--- config.mk ---
export PLATFORM = sky130hd
export DESIGN_NAME = serial_word_tx_flat
export DESIGN_NICKNAME = d
export VERILOG_FILES = /design/src/rtl/serial_word_tx_if.sv /design/src/rtl/serial_word_tx.sv /design/src/flat_wrapper.sv
export SDC_FILE = /design/constraint.sdc
export NUM_CORES = 1
export LEC_CHECK = 0
export ABC_AREA = 1
export CAP_MARGIN = 15
export CORE_MARGIN = 8
export CORE_UTILIZATION = 38
export DETAILED_ROUTE_END_ITERATION = 7
export PLACE_DENSITY_LB_ADDON = 0.3
export RECOVER_POWER = 25
export SYNTH_ARGS = -nofsm -noshare
export SYNTH_HDL_FRONTEND = slang
export SYNTH_SLANG_ARGS = --single-unit
--- constraint.sdc ---
create_clock -name clk -period 1.35 [get_ports clk]
set_clock_uncertainty 0.15 [all_clocks]
set_input_delay 0.135 -clock clk [delete_from_list [all_inputs] [get_ports clk]]
set_output_delay 0.135 -clock clk [all_outputs]
set_load 0.02 [all_outputs]
--- src/rtl/serial_word_tx_if.sv ---
// serial_word_tx_if: word request and serial line bundle for serial_word_tx
interface serial_word_tx_if #(parameter int WIDTH = 8);
  logic start;
  logic [WIDTH-1:0] data_in;
  logic x_out;
  logic valid_out;
  logic busy;
  logic done;
  logic [1:0] state;
  modport master(output start, data_in, input x_out, valid_out, busy, done, state);
  modport slave(input start, data_in, output x_out, valid_out, busy, done, state);
endinterface

--- src/rtl/serial_word_tx.sv ---
// serial_word_tx: bit-serial word transmitter, even parity bit when SERIAL_TX_PARITY_EN is defined
module serial_word_tx #(
  parameter int WIDTH = 8,
  parameter bit MSB_FIRST = 1'b1
) (
  input logic clk,
  input logic rst,
  serial_word_tx_if.slave bus
);
  localparam int CW = $clog2(WIDTH);
  localparam logic [1:0] IDLE = 2'b00, SHIFT = 2'b01, PARITY = 2'b10, DONE = 2'b11;
`ifdef SERIAL_TX_PARITY_EN
  localparam logic [1:0] AFTER_SHIFT = PARITY, AFTER_PARITY = DONE;
`else
  localparam logic [1:0] AFTER_SHIFT = DONE, AFTER_PARITY = IDLE;
`endif
  logic [1:0] state_q, state_d;
  logic [WIDTH-1:0] data_q;
  logic [CW-1:0] cnt_q, idx;
  logic accept, last, in_par, par_bit;
  assign accept = (state_q == IDLE || state_q == DONE) && bus.start;
  assign last = cnt_q == CW'(WIDTH - 1);
  assign idx = MSB_FIRST ? CW'(WIDTH - 1) - cnt_q : cnt_q;
`ifdef SERIAL_TX_PARITY_EN
  assign in_par = state_q == PARITY;
  assign par_bit = ^data_q;
`else
  assign in_par = 1'b0;
  assign par_bit = 1'b0;
`endif
  always_ff @(posedge clk) begin
    if (rst) begin
      state_q <= IDLE;
      data_q <= '0;
      cnt_q <= '0;
    end else begin
      state_q <= state_d;
      if (accept) begin
        data_q <= bus.data_in;
        cnt_q <= '0;
      end else if (state_q == SHIFT && !last) cnt_q <= cnt_q + 1'b1;
    end
  end
  always_comb begin
    state_d = (state_q == IDLE)  ? (bus.start ? SHIFT : IDLE) :
              (state_q == SHIFT) ? (last ? AFTER_SHIFT : SHIFT) :
              (state_q == DONE)  ? (bus.start ? SHIFT : IDLE) : AFTER_PARITY;
  end
  always_comb begin
    bus.state = state_q;
    bus.busy = state_q == SHIFT || in_par;
    bus.valid_out = state_q == SHIFT || in_par;
    bus.done = state_q == DONE;
    bus.x_out = (state_q == SHIFT) ? data_q[idx] : (in_par & par_bit);
  end
endmodule

--- src/flat_wrapper.sv ---
// flat-port wrapper written by rule: the top's interface ports become plain ports
module serial_word_tx_flat 
#(
  parameter int WIDTH = 8,
  parameter bit MSB_FIRST = 1'b1
)
  (clk, rst, bus_start, bus_data_in, bus_x_out, bus_valid_out, bus_busy, bus_done, bus_state);
  serial_word_tx_if #(.WIDTH(WIDTH)) bus_i ();
  input logic clk;
  input logic rst;
  input wire logic [$bits(bus_i.start)-1:0] bus_start;
  input wire logic [$bits(bus_i.data_in)-1:0] bus_data_in;
  output wire logic [$bits(bus_i.x_out)-1:0] bus_x_out;
  output wire logic [$bits(bus_i.valid_out)-1:0] bus_valid_out;
  output wire logic [$bits(bus_i.busy)-1:0] bus_busy;
  output wire logic [$bits(bus_i.done)-1:0] bus_done;
  output wire logic [$bits(bus_i.state)-1:0] bus_state;
  assign bus_i.start = bus_start;
  assign bus_i.data_in = bus_data_in;
  assign bus_x_out = bus_i.x_out;
  assign bus_valid_out = bus_i.valid_out;
  assign bus_busy = bus_i.busy;
  assign bus_done = bus_i.done;
  assign bus_state = bus_i.state;
  serial_word_tx #(.WIDTH(WIDTH), .MSB_FIRST(MSB_FIRST)) u_core (.clk(clk), .rst(rst), .bus(bus_i));
endmodule
Word-level counts from Yosys, hierarchy flattened
Index checks and enable logic that the tools add are counted.
{"block": "totals", "inputBits": 11, "ff_bits": 13, "out_inout_bits": 6, "elab_cells": 23}
{"block": "op_classes", "n_reduce_logical": 6, "addsub": 2, "n_eq_ne": 3, "magnitude_cmp": 1, "muxes": 8}
{"cell": "$mux 2", "n": 4}
{"cell": "$lt 3x4->1 const B", "n": 1}
{"cell": "$add 3x1->3 const B", "n": 1}
{"cell": "$bmux 1 s3", "n": 1}
{"cell": "$eq 3x3->1 const B", "n": 1}
{"cell": "$mux 1", "n": 3}
{"cell": "$sub 3x3->3 const A", "n": 1}
{"cell": "$eq 2x1->1 const B", "n": 1}
{"cell": "$eq 2x2->1 const B", "n": 1}
{"cell": "$logic_and 1x1->1", "n": 2}
{"cell": "$logic_not 2->1", "n": 1}
{"cell": "$reduce_or 2->1", "n": 1}
{"cell": "$logic_not 1->1", "n": 1}
{"cell": "$logic_or 1x1->1", "n": 1}

Logic depth before layout (Yosys ltp)
Gate-level depths: netlist of run 1.
{"block": "depth", "word_depth": 4, "mapped_depth": 7, "depth_no_buf": 7}

Worst setup path after synthesis of run 1
Ideal clock, no wire load.
{"block": "synth_timing", "kind": "register to register", "startpoint": "register u_core.state_q[0] (netlist: u_core.bus.state[0])", "endpoint": "register u_core.data_q[1]", "period_less_slack_ns": 1.537, "t_required_ns": 1.083, "slack_ns": -0.187, "path_buffers": 1, "setup_ns": 0.117, "stages_incl_launch_ff": 8, "arrival_time_ns": 1.270, "cell_sequence": "dfxtp_1 -> inv_1 -> ha_1 -> inv_1 -> nand2_2 -> buf_4 -> o21ai_1 -> a21oi_1"}
{"block": "synth_via", "elab_chain_len": 3, "word_cells_on_any_way": 4, "classes_between": "eq/ne: 1; reduce/logical: 3"}
{"item": "start, declared", "line_no": "serial_word_tx.sv:17", "rtl": "logic [1:0] state_q, state_d;"}
{"item": "start signal, assigned", "line_no": "serial_word_tx.sv:37", "rtl": "state_q <= state_d;"}
{"item": "$eq 2x2->1 or $logic_not 2->1 (tied branches)", "line_no": "serial_word_tx.sv:21", "rtl": "assign accept = (state_q == IDLE || state_q == DONE) && bus.start;"}
{"item": "$logic_or 1x1->1 *", "line_no": "serial_word_tx.sv:21"}
{"item": "$logic_and 1x1->1 *", "line_no": "serial_word_tx.sv:21"}
{"item": "end signal, assigned", "line_no": "serial_word_tx.sv:39", "rtl": "data_q <= bus.data_in;"}
{"item": "end, declared", "line_no": "serial_word_tx.sv:18", "rtl": "logic [WIDTH-1:0] data_q;"}
Mark *: on every way between the ends. The rest lies on a longest branch, timed or not.
A chain may end at the register's enable or synchronous reset.

Worst setup path after layout of run 1
{"block": "layout_timing", "startpoint": "register u_core.cnt_q[0]", "endpoint": "output port bus_x_out"}
{"block": "layout_via", "elab_chain_len": 4}
{"item": "start, declared", "line_no": "serial_word_tx.sv:19", "rtl": "logic [CW-1:0] cnt_q, idx;"}
{"item": "start signal, assigned", "line_no": "serial_word_tx.sv:41", "rtl": "end else if (state_q == SHIFT && !last) cnt_q <= cnt_q + 1'b1;"}
{"item": "$sub 3x3->3", "line_no": "serial_word_tx.sv:23", "rtl": "assign idx = MSB_FIRST ? CW'(WIDTH - 1) - cnt_q : cnt_q;"}
{"item": "$bmux 1 s3", "line_no": "serial_word_tx.sv:54", "rtl": "bus.x_out = (state_q == SHIFT) ? data_q[idx] : (in_par & par_bit);"}
{"item": "$mux 1 (not written as such)", "line_no": "serial_word_tx.sv:54"}
{"item": "$mux 1", "line_no": "serial_word_tx.sv:54"}
{"item": "end, declared", "line_no": "flat_wrapper.sv:13", "rtl": "output wire logic [$bits(bus_i.x_out)-1:0] bus_x_out;"}
No other way between the ends. The select of a mux whose other input is x is not followed.

==> results of run 1 <==
[worst max-delay path by stage]
stage / startpoint / end / slack (ns)
final: u_core.cnt_q[0] / bus_x_out / -0.20
after detailed placement: u_core.cnt_q[0] / bus_x_out / -0.39
after CTS: u_core.cnt_q[0] / bus_x_out / -0.16
after global placement: u_core.cnt_q[0] / bus_x_out / -0.32
after floorplan: u_core.bus.state[0] / u_core.data_q[1] / -0.05
after global routing: u_core.cnt_q[0] / bus_x_out / -0.29
[logic make-up after synthesis]
logic type,share of synthesized area (%)
AO/OA/AOI/OAI,17.23
adder cells (fa/ha/maj),10.02
buffers and inverters,12.02
flip-flops,41.68
AND/OR/NAND/NOR,19.04
[cell type report]
class | instances | area share [%]
timing repair buffer | 35 | 26.77
sequential | 13 | 23.34
multi-input combinational | 54 | 39.83
clock inverter | 1 | 0.4283
inverter | 16 | 5.996
tap | 16 | 1.713
clock buffer | 3 | 1.927
[stage by stage]
step                      instance area, sq um  TNS (ns)
final                                     1169   -0.8210
after global routing                      1169    -1.494
after CTS                                 1070   -0.5951
after detailed placement                 934.6    -2.614
after global placement                   934.6    -2.191
after floorplan                          638.1  -0.09123
[flip-flops by register name (all words and copies together) (netlist names)]
signal and flops:
u_core.data_q 8, u_core.cnt_q 3, u_core.bus.state 2
[synthesized netlist by cell type (all sizes together)]
cell type	number	share of area [%]
buf	2	2.4
a21oi	11	8.8
inv	14	8.4
o21ai	9	7.2
clkinv	2	1.2
ha	5	10
nand3	5	4.0
or2	1	1.0
nor2	5	3.4
a211oi	1	1.2
nand2	17	11
dfxtp	13	42
[repair_timing]
item                                    CTS  global route
pin swaps                                 5             7
gates cloned                              1             0
endpoints found under the setup margin   17            19
resized for setup                        53            30
setup buffers                             0             0
[worst max-delay path, stage by stage (launching register included)]
cell and delay [ns]:
dfxtp_4 0.41, inv_6 0.06, nand2_2 0.06, nand3_2 0.07
nand2_1 0.07, nor2_1 0.04, nor2_1 0.12, buf_4 0.15
[layer usage]
metal  share of wire (%)  vias up  wire, um
met3                 7.2        7       139
li1                    -      344         -
met5                   0        -         0
met2                  50       21       969
met1                  40      318       764
met4                 2.6        0        50
[power groups by stage]
stage          Clock (mW)  Combinational, mW  Sequential, mW
6_report            0.254              0.262           0.420
5_1_grt             0.271              0.285           0.423
4_1_cts             0.258              0.229           0.416
3_5_place_dp            0              0.195           0.425
3_3_place_gp            0              0.190           0.424
2_1_floorplan           0             0.0909           0.426
==> summary.txt, run 1 <==
Detailed routing
  – Vias per Instance: 5.000
  – Wire length per cell: 13.94 um
  – Residual DRC count: 0
  – Via count: 690
  – Router iterations before antenna repair: 4
  – Antenna Nets Post-Route: 0
  – DRT Wirelength: 1924 um
  – 1st-iter DRT viols: 4

Die
  – Ports: 17
  – Die Wd: 56.54 um
  – DIE AREA: 3196 sq um
  – Core ar.: roughly 1500 sq um
  – Die H: 56.54 um
  – # rows: 14
  – Initial Utilization: 40.97%

Status
  – Status: complete, but fails checks
  – Failing checks: setup timing

Timing
  – Unrepaired setup endpoints after global routing: yes
  – Post-layout min period: 1.549 ns
  – Hold Violations, Final: 0
  – Worst-margin pin slew: ~0.26 ns
  – Worst relative slew slack: 82.66%
  – Period utilization: 114.7%
  – Highest clock rate: 0.6455 GHz
  – Setup ws final: -0.1991 ns
  – Final Max Tran Viols: 0
  – Finish-stage setup viols: 14
  – Hold slack: 0.3015 ns

Power and ir drop
  – Worst VDD drop: 595.1 uV
  – P_leak: 0.4736 nW
  – Sw Ratio: a little under a third
  – Total Power: approximately 940 uW
  – Internal power: approximately 650 uW
  – Seq pwr share: ~45%
  – Comb pwr share: 28.0%
  – Clock power share: 27.1%
  – Net Switching: 288.6 uW
  – PwrDens: 801.8 nW/um^2

Setup path
  – Critical Path Source Type: flop
  – Setup CP Type: flop to output port
  – Critical Path RT: between 1 and 1.5 ns
  – Worst Path Arrival: roughly 1.3 ns
  – Reg2reg end: u_core.cnt_q[1]
  – Critical path capture point type: output port
  – Critical Path Fanout Max: 6
  – FF-to-FF Start: u_core.cnt_q[0]
  – Worst-case reg-to-reg path depth: 6
  – R2r setup slk: -0.14 ns

Flow run
  – Max-cap violation count: 0

Clock tree
  – Num CTS Buffers: 3
  – Reg clk slew, reported paths: 0.09 ns
  – Clk buf depth: 2
  – Clock Sinks: 13
  – Clock Latency Late Sink: ~0.29 ns
  – Post-cts hold buffer count: 0
  – H-tree Lvls: 1
  – TritonCTS clock tree: yes
  – CTS Root Cell: clkbuf_4

Global route
  – Met2 Usage GRT: 18.18%
  – Total GRT Usage: 10.63%
  – GRT overflow: 0
  – First-pass GRT wire length: 2822 um
  – Vias in the first global route: 665
  – Largest net degree at the start of global routing: 9
  – GRT busiest layer: met2
  – GR Layer Usage met3: 3.371%
  – GR met1 Demand/Resource: 11.40%
  – Antenna violations before repair: 0

Layout
  – Share of cells above drive strength 1: 58.20%
  – Inserted Diodes: 0
  – Final core occ: 76.68%
  – # nets final: 139
  – Commonest non-fill, non-tap cell in the layout: buf_4
  – Multi-input logic area: ~470 sq um
  – Most frequent cells in the layout: 13 x buf_4, 11 x nand2_1, 10 x clkdlybuf4s50_1, 9 x buf_6, 9 x dfxtp_1
  – Fillers: ~110
  – Synthesis-to-layout area growth: 87.17%
  – Register area: between 200 and 300 sq um
  – Post-Layout Cell Count: 138

Min path
  – Hold Crit Class: primary input to flop
  – Hold path start: bus_data_in[2]
  – Hold path depth: 3
  – Hold endpoint: u_core.data_q[2]

Yosys
  – Syn_nets: about 100
  – Area of the mapped netlist: 624.3 sq um
  – Yosys cell types: 16
  – Seq/Total Area, Yosys: between 40% and 50%
  – Flops & latches, synth: 13
  – Syn avg cell area: 7.345 sq um
  – Ys Warns: 0
  – Mapped Cells: between 80 and 90

Placed design
  – DPL Wire Length: between 1000 and 1500 um
  – RePlAce Congestion: 0.8100
  – Post-Place Worst Slack: -0.3888 ns
  – Placed cell count: 133
  – Input/output buffers: 16
Note: power is estimated with default switching activity, not from simulation.
==> inputs of run 2 (changes only) <==
--- a/config.mk
+++ b/config.mk
@@ -7,8 +7,11 @@
 export LEC_CHECK = 0
 export ABC_AREA = 1
 export CAP_MARGIN = 15
+export CELL_PAD_IN_SITES_DETAIL_PLACEMENT = 1
+export CELL_PAD_IN_SITES_GLOBAL_PLACEMENT = 1
 export CORE_MARGIN = 8
-export CORE_UTILIZATION = 38
+export CORE_UTILIZATION = 29
+export CTS_CLUSTER_DIAMETER = 100
 export DETAILED_ROUTE_END_ITERATION = 7
 export PLACE_DENSITY_LB_ADDON = 0.3
 export RECOVER_POWER = 25
==> summary.txt, run 2 (synthesis results as in run 1) <==
Layout
  – Inserted Diodes: 0 (unchanged)
  – Fillers: 249 (was 107)
  – Most flops, register: u_core.data_q (unchanged)
  – Largest register FFs: 8 (unchanged)
  – Post-Layout Cell Count: 147 (was 138)
  – # nets final: 136 (was 139)
  – Synthesis-to-layout area growth: 91.38% (was 87.17%)
  – Most frequent cells in the layout: 11 x nand2_1, 11 x buf_4, 10 x clkdlybuf4s50_1, 9 x a21oi_1, 8 x dfxtp_1 (was 13 x buf_4, 11 x nand2_1, 10 x clkdlybuf4s50_1, 9 x buf_6, 9 x dfxtp_1)
  – Share of cells above drive strength 1: 58.82% (was 58.20%)

Detailed routing
  – Residual DRC count: 0 (unchanged)
  – WL met3: 80 um (was 139 um)
  – 1st-iter DRT viols: 2 (was 4)
  – DRT Wirelength: 2264 um (was 1924 um)
  – M1 WL: 869 um (was 764 um)
  – Router iterations before antenna repair: 2 (was 4)
  – Wire length per cell: 15.40 um (was 13.94 um)
  – Vias per Instance: 4.687 (was 5.000)
  – Met2 wire len: 1266 um (was 969 um)
  – Antenna Nets Post-Route: 0 (unchanged)
  – Via count: 689 (was 690)
  – DR top layer: met4 (unchanged)

Setup path
  – Critical Path Source Type: flop (unchanged)
  – R2r setup slk: -0.11 ns (was -0.14 ns)
  – Worst Path Arrival: 1.26 ns (about the same)
  – Critical Path Fanout Max: 2 (was 6)
  – Critical Path RT: 1.07 ns (about the same)
  – Worst path slowest cell: dfxtp_2 (was dfxtp_4)
  – FF-to-FF Start: u_core.cnt_q[0] (unchanged)
  – Worst-case reg-to-reg path depth: 7 (was 6)
  – Slowest Stage Delay on Critical Path: 0.32 ns (was 0.41 ns)
  – Reg2reg end: u_core.cnt_q[1] (unchanged)
  – CP cell instances: clkinv_1 -> nand2_1 -> nand3_2 -> nand3_2 -> nand2_1 -> nor2_1 -> buf_4 (was inv_6 -> nand2_2 -> nand3_2 -> nand2_1 -> nor2_1 -> nor2_1 -> buf_4)
  – Critical path capture point type: output port (unchanged)
  – WP buf/inv: 2 (unchanged)
  – Setup CP Type: flop to output port (unchanged)
  – CP top delay family: simple AND/OR/NAND/NOR gates (was flip-flops)

Status
  – Status: complete, but fails checks (unchanged)
  – Failing checks: setup timing (unchanged)

Min path
  – Hold path start: rst (was bus_data_in[2])
  – Hold endpoint: u_core.bus.state[0] (was u_core.data_q[2])
  – Hold Crit Class: primary input to flop (unchanged)
  – Hold path depth: 2 (was 3)

Global route
  – Antenna violations before repair: 0 (unchanged)
  – Largest net degree at the start of global routing: 9 (unchanged)
  – Total GRT Usage: 11.81% (was 10.63%)
  – GRT overflow: 0 (unchanged)
  – Vias in the first global route: 808 (was 665)
  – First-pass GRT wire length: 3636 um (was 2822 um)

Power and ir drop
  – Worst VDD drop: 498.8 uV (was 595.1 uV)
  – P_leak: 0.4749 nW (was 0.4736 nW)
  – PwrDens: 802.6 nW/um^2 (was 801.8 nW/um^2)

Placed design
  – Post-Place Worst Slack: -0.4066 ns (was -0.3888 ns)
  – RePlAce Congestion: 0.7397 (was 0.8100)
  – Input/output buffers: 16 (unchanged)
  – DPL Wire Length: 1467 um (was 1289 um)
  – Placed cell count: 142 (was 133)

Flow run
  – Max-cap violation count: 0 (unchanged)

Timing
  – Setup ws final: -0.1930 ns (was -0.1991 ns)
  – Hold slack: 0.2920 ns (was 0.3015 ns)
  – Worst relative slew slack: 83.14% (was 82.66%)
  – Highest clock rate: 0.6481 GHz (was 0.6455 GHz)
  – Worst-margin pin slew: 0.2503 ns (was 0.2612 ns)
  – Final Max Tran Viols: 0 (unchanged)
  – Post-layout min period: 1.543 ns (was 1.549 ns)
  – Unrepaired setup endpoints after global routing: yes (unchanged)
  – Sum of negative setup slack: -1.066 ns (was -0.8210 ns)
  – Hold Violations, Final: 0 (unchanged)
  – Finish-stage setup viols: 14 (unchanged)
  – Period utilization: 114.3% (was 114.7%)

Clock tree
  – CTS Root Cell: clkbuf_4 (unchanged)
  – H-tree Lvls: 1 (unchanged)
  – Post-cts hold buffer count: 0 (unchanged)
  – Clock Latency Late Sink: 0.29 ns (about the same)
  – Num CTS Buffers: 3 (unchanged)
  – Clk buf depth: 2 (unchanged)
  – Clock Sinks: 13 (unchanged)
  – Reg clk slew, reported paths: 0.09 ns (about the same)
  – TritonCTS clock tree: yes (unchanged)

Die
  – Die Wd: 62.40 um (was 56.54 um)
  – DIE AREA: 3894 sq um (was 3196 sq um)
  – Initial Utilization: 29.35% (was 40.97%)
  – Ports: 17 (unchanged)
  – # rows: 17 (was 14)
  – Die H: 62.40 um (was 56.54 um)
  – Core ar.: 2127 sq um (was 1524 sq um)
## run 2: cell count changes in the layout (fill, tap and decap cells not counted), sizes merged
cell / previous run / this run
clkdlybuf4s15: 0 / 1
clkinv: 1 / 3
buf: 23 / 20
inv: 16 / 14
clkbuf: 5 / 4
## run 2: worst max path at each step
stage,start,to,slack [ns],cells past startpoint
2_1_floorplan,u_core.bus.state[0],u_core.data_q[1],-0.05,7
3_3_place_gp,u_core.cnt_q[0],bus_x_out,-0.35,7
3_5_place_dp,u_core.cnt_q[0],bus_x_out,-0.41,7
4_1_cts,u_core.cnt_q[0],bus_x_out,-0.18,7
5_1_grt,u_core.data_q[2],bus_x_out,-0.31,7
6_report,u_core.data_q[2],bus_x_out,-0.19,7
## run 2: layout make-up
cell class | instances | area (sq um) | area share (%)
clock inverter | 1 | 5.005 | 0.4188
sequential | 13 | 274.0 | 22.93
multi-input combinational | 54 | 464.2 | 38.85
clock buffer | 3 | 22.52 | 1.885
timing repair buffer | 32 | 325.3 | 27.23
inverter | 16 | 68.82 | 5.759
tap | 28 | 35.03 | 2.932
## run 2: what timing repair did
action                     CTS  global route
cloned                       1             0
buffers inserted             1             0
gates resized for setup     67            17
setup endpoints to repair   18            17
pin swaps                    8            12
## run 2: layer usage
layer,vias to the layer above,track usage (%)
met5,-,0
met1,331,11.01
met4,0,7.692
li1,339,-
met2,14,21.86
met3,5,3.405
## run 2: report_power, final
part	internal, mW	total, mW	switching (mW)
registers	0.405	0.421	0.0160
logic	0.141	0.273	0.133
clock network	0.110	0.264	0.154
total	0.656	0.959	0.303
## run 2: through the flow
step	cell area (sq um)	power (mW)	util, %
2_1_floorplan	638.1	0.5173	-
3_3_place_gp	939.7	0.6139	44.18
3_5_place_dp	939.7	0.6210	44.18
4_1_cts	1134	0.9388	53.29
5_1_grt	1195	1.012	56.18
6_report	1195	0.9590	56.18
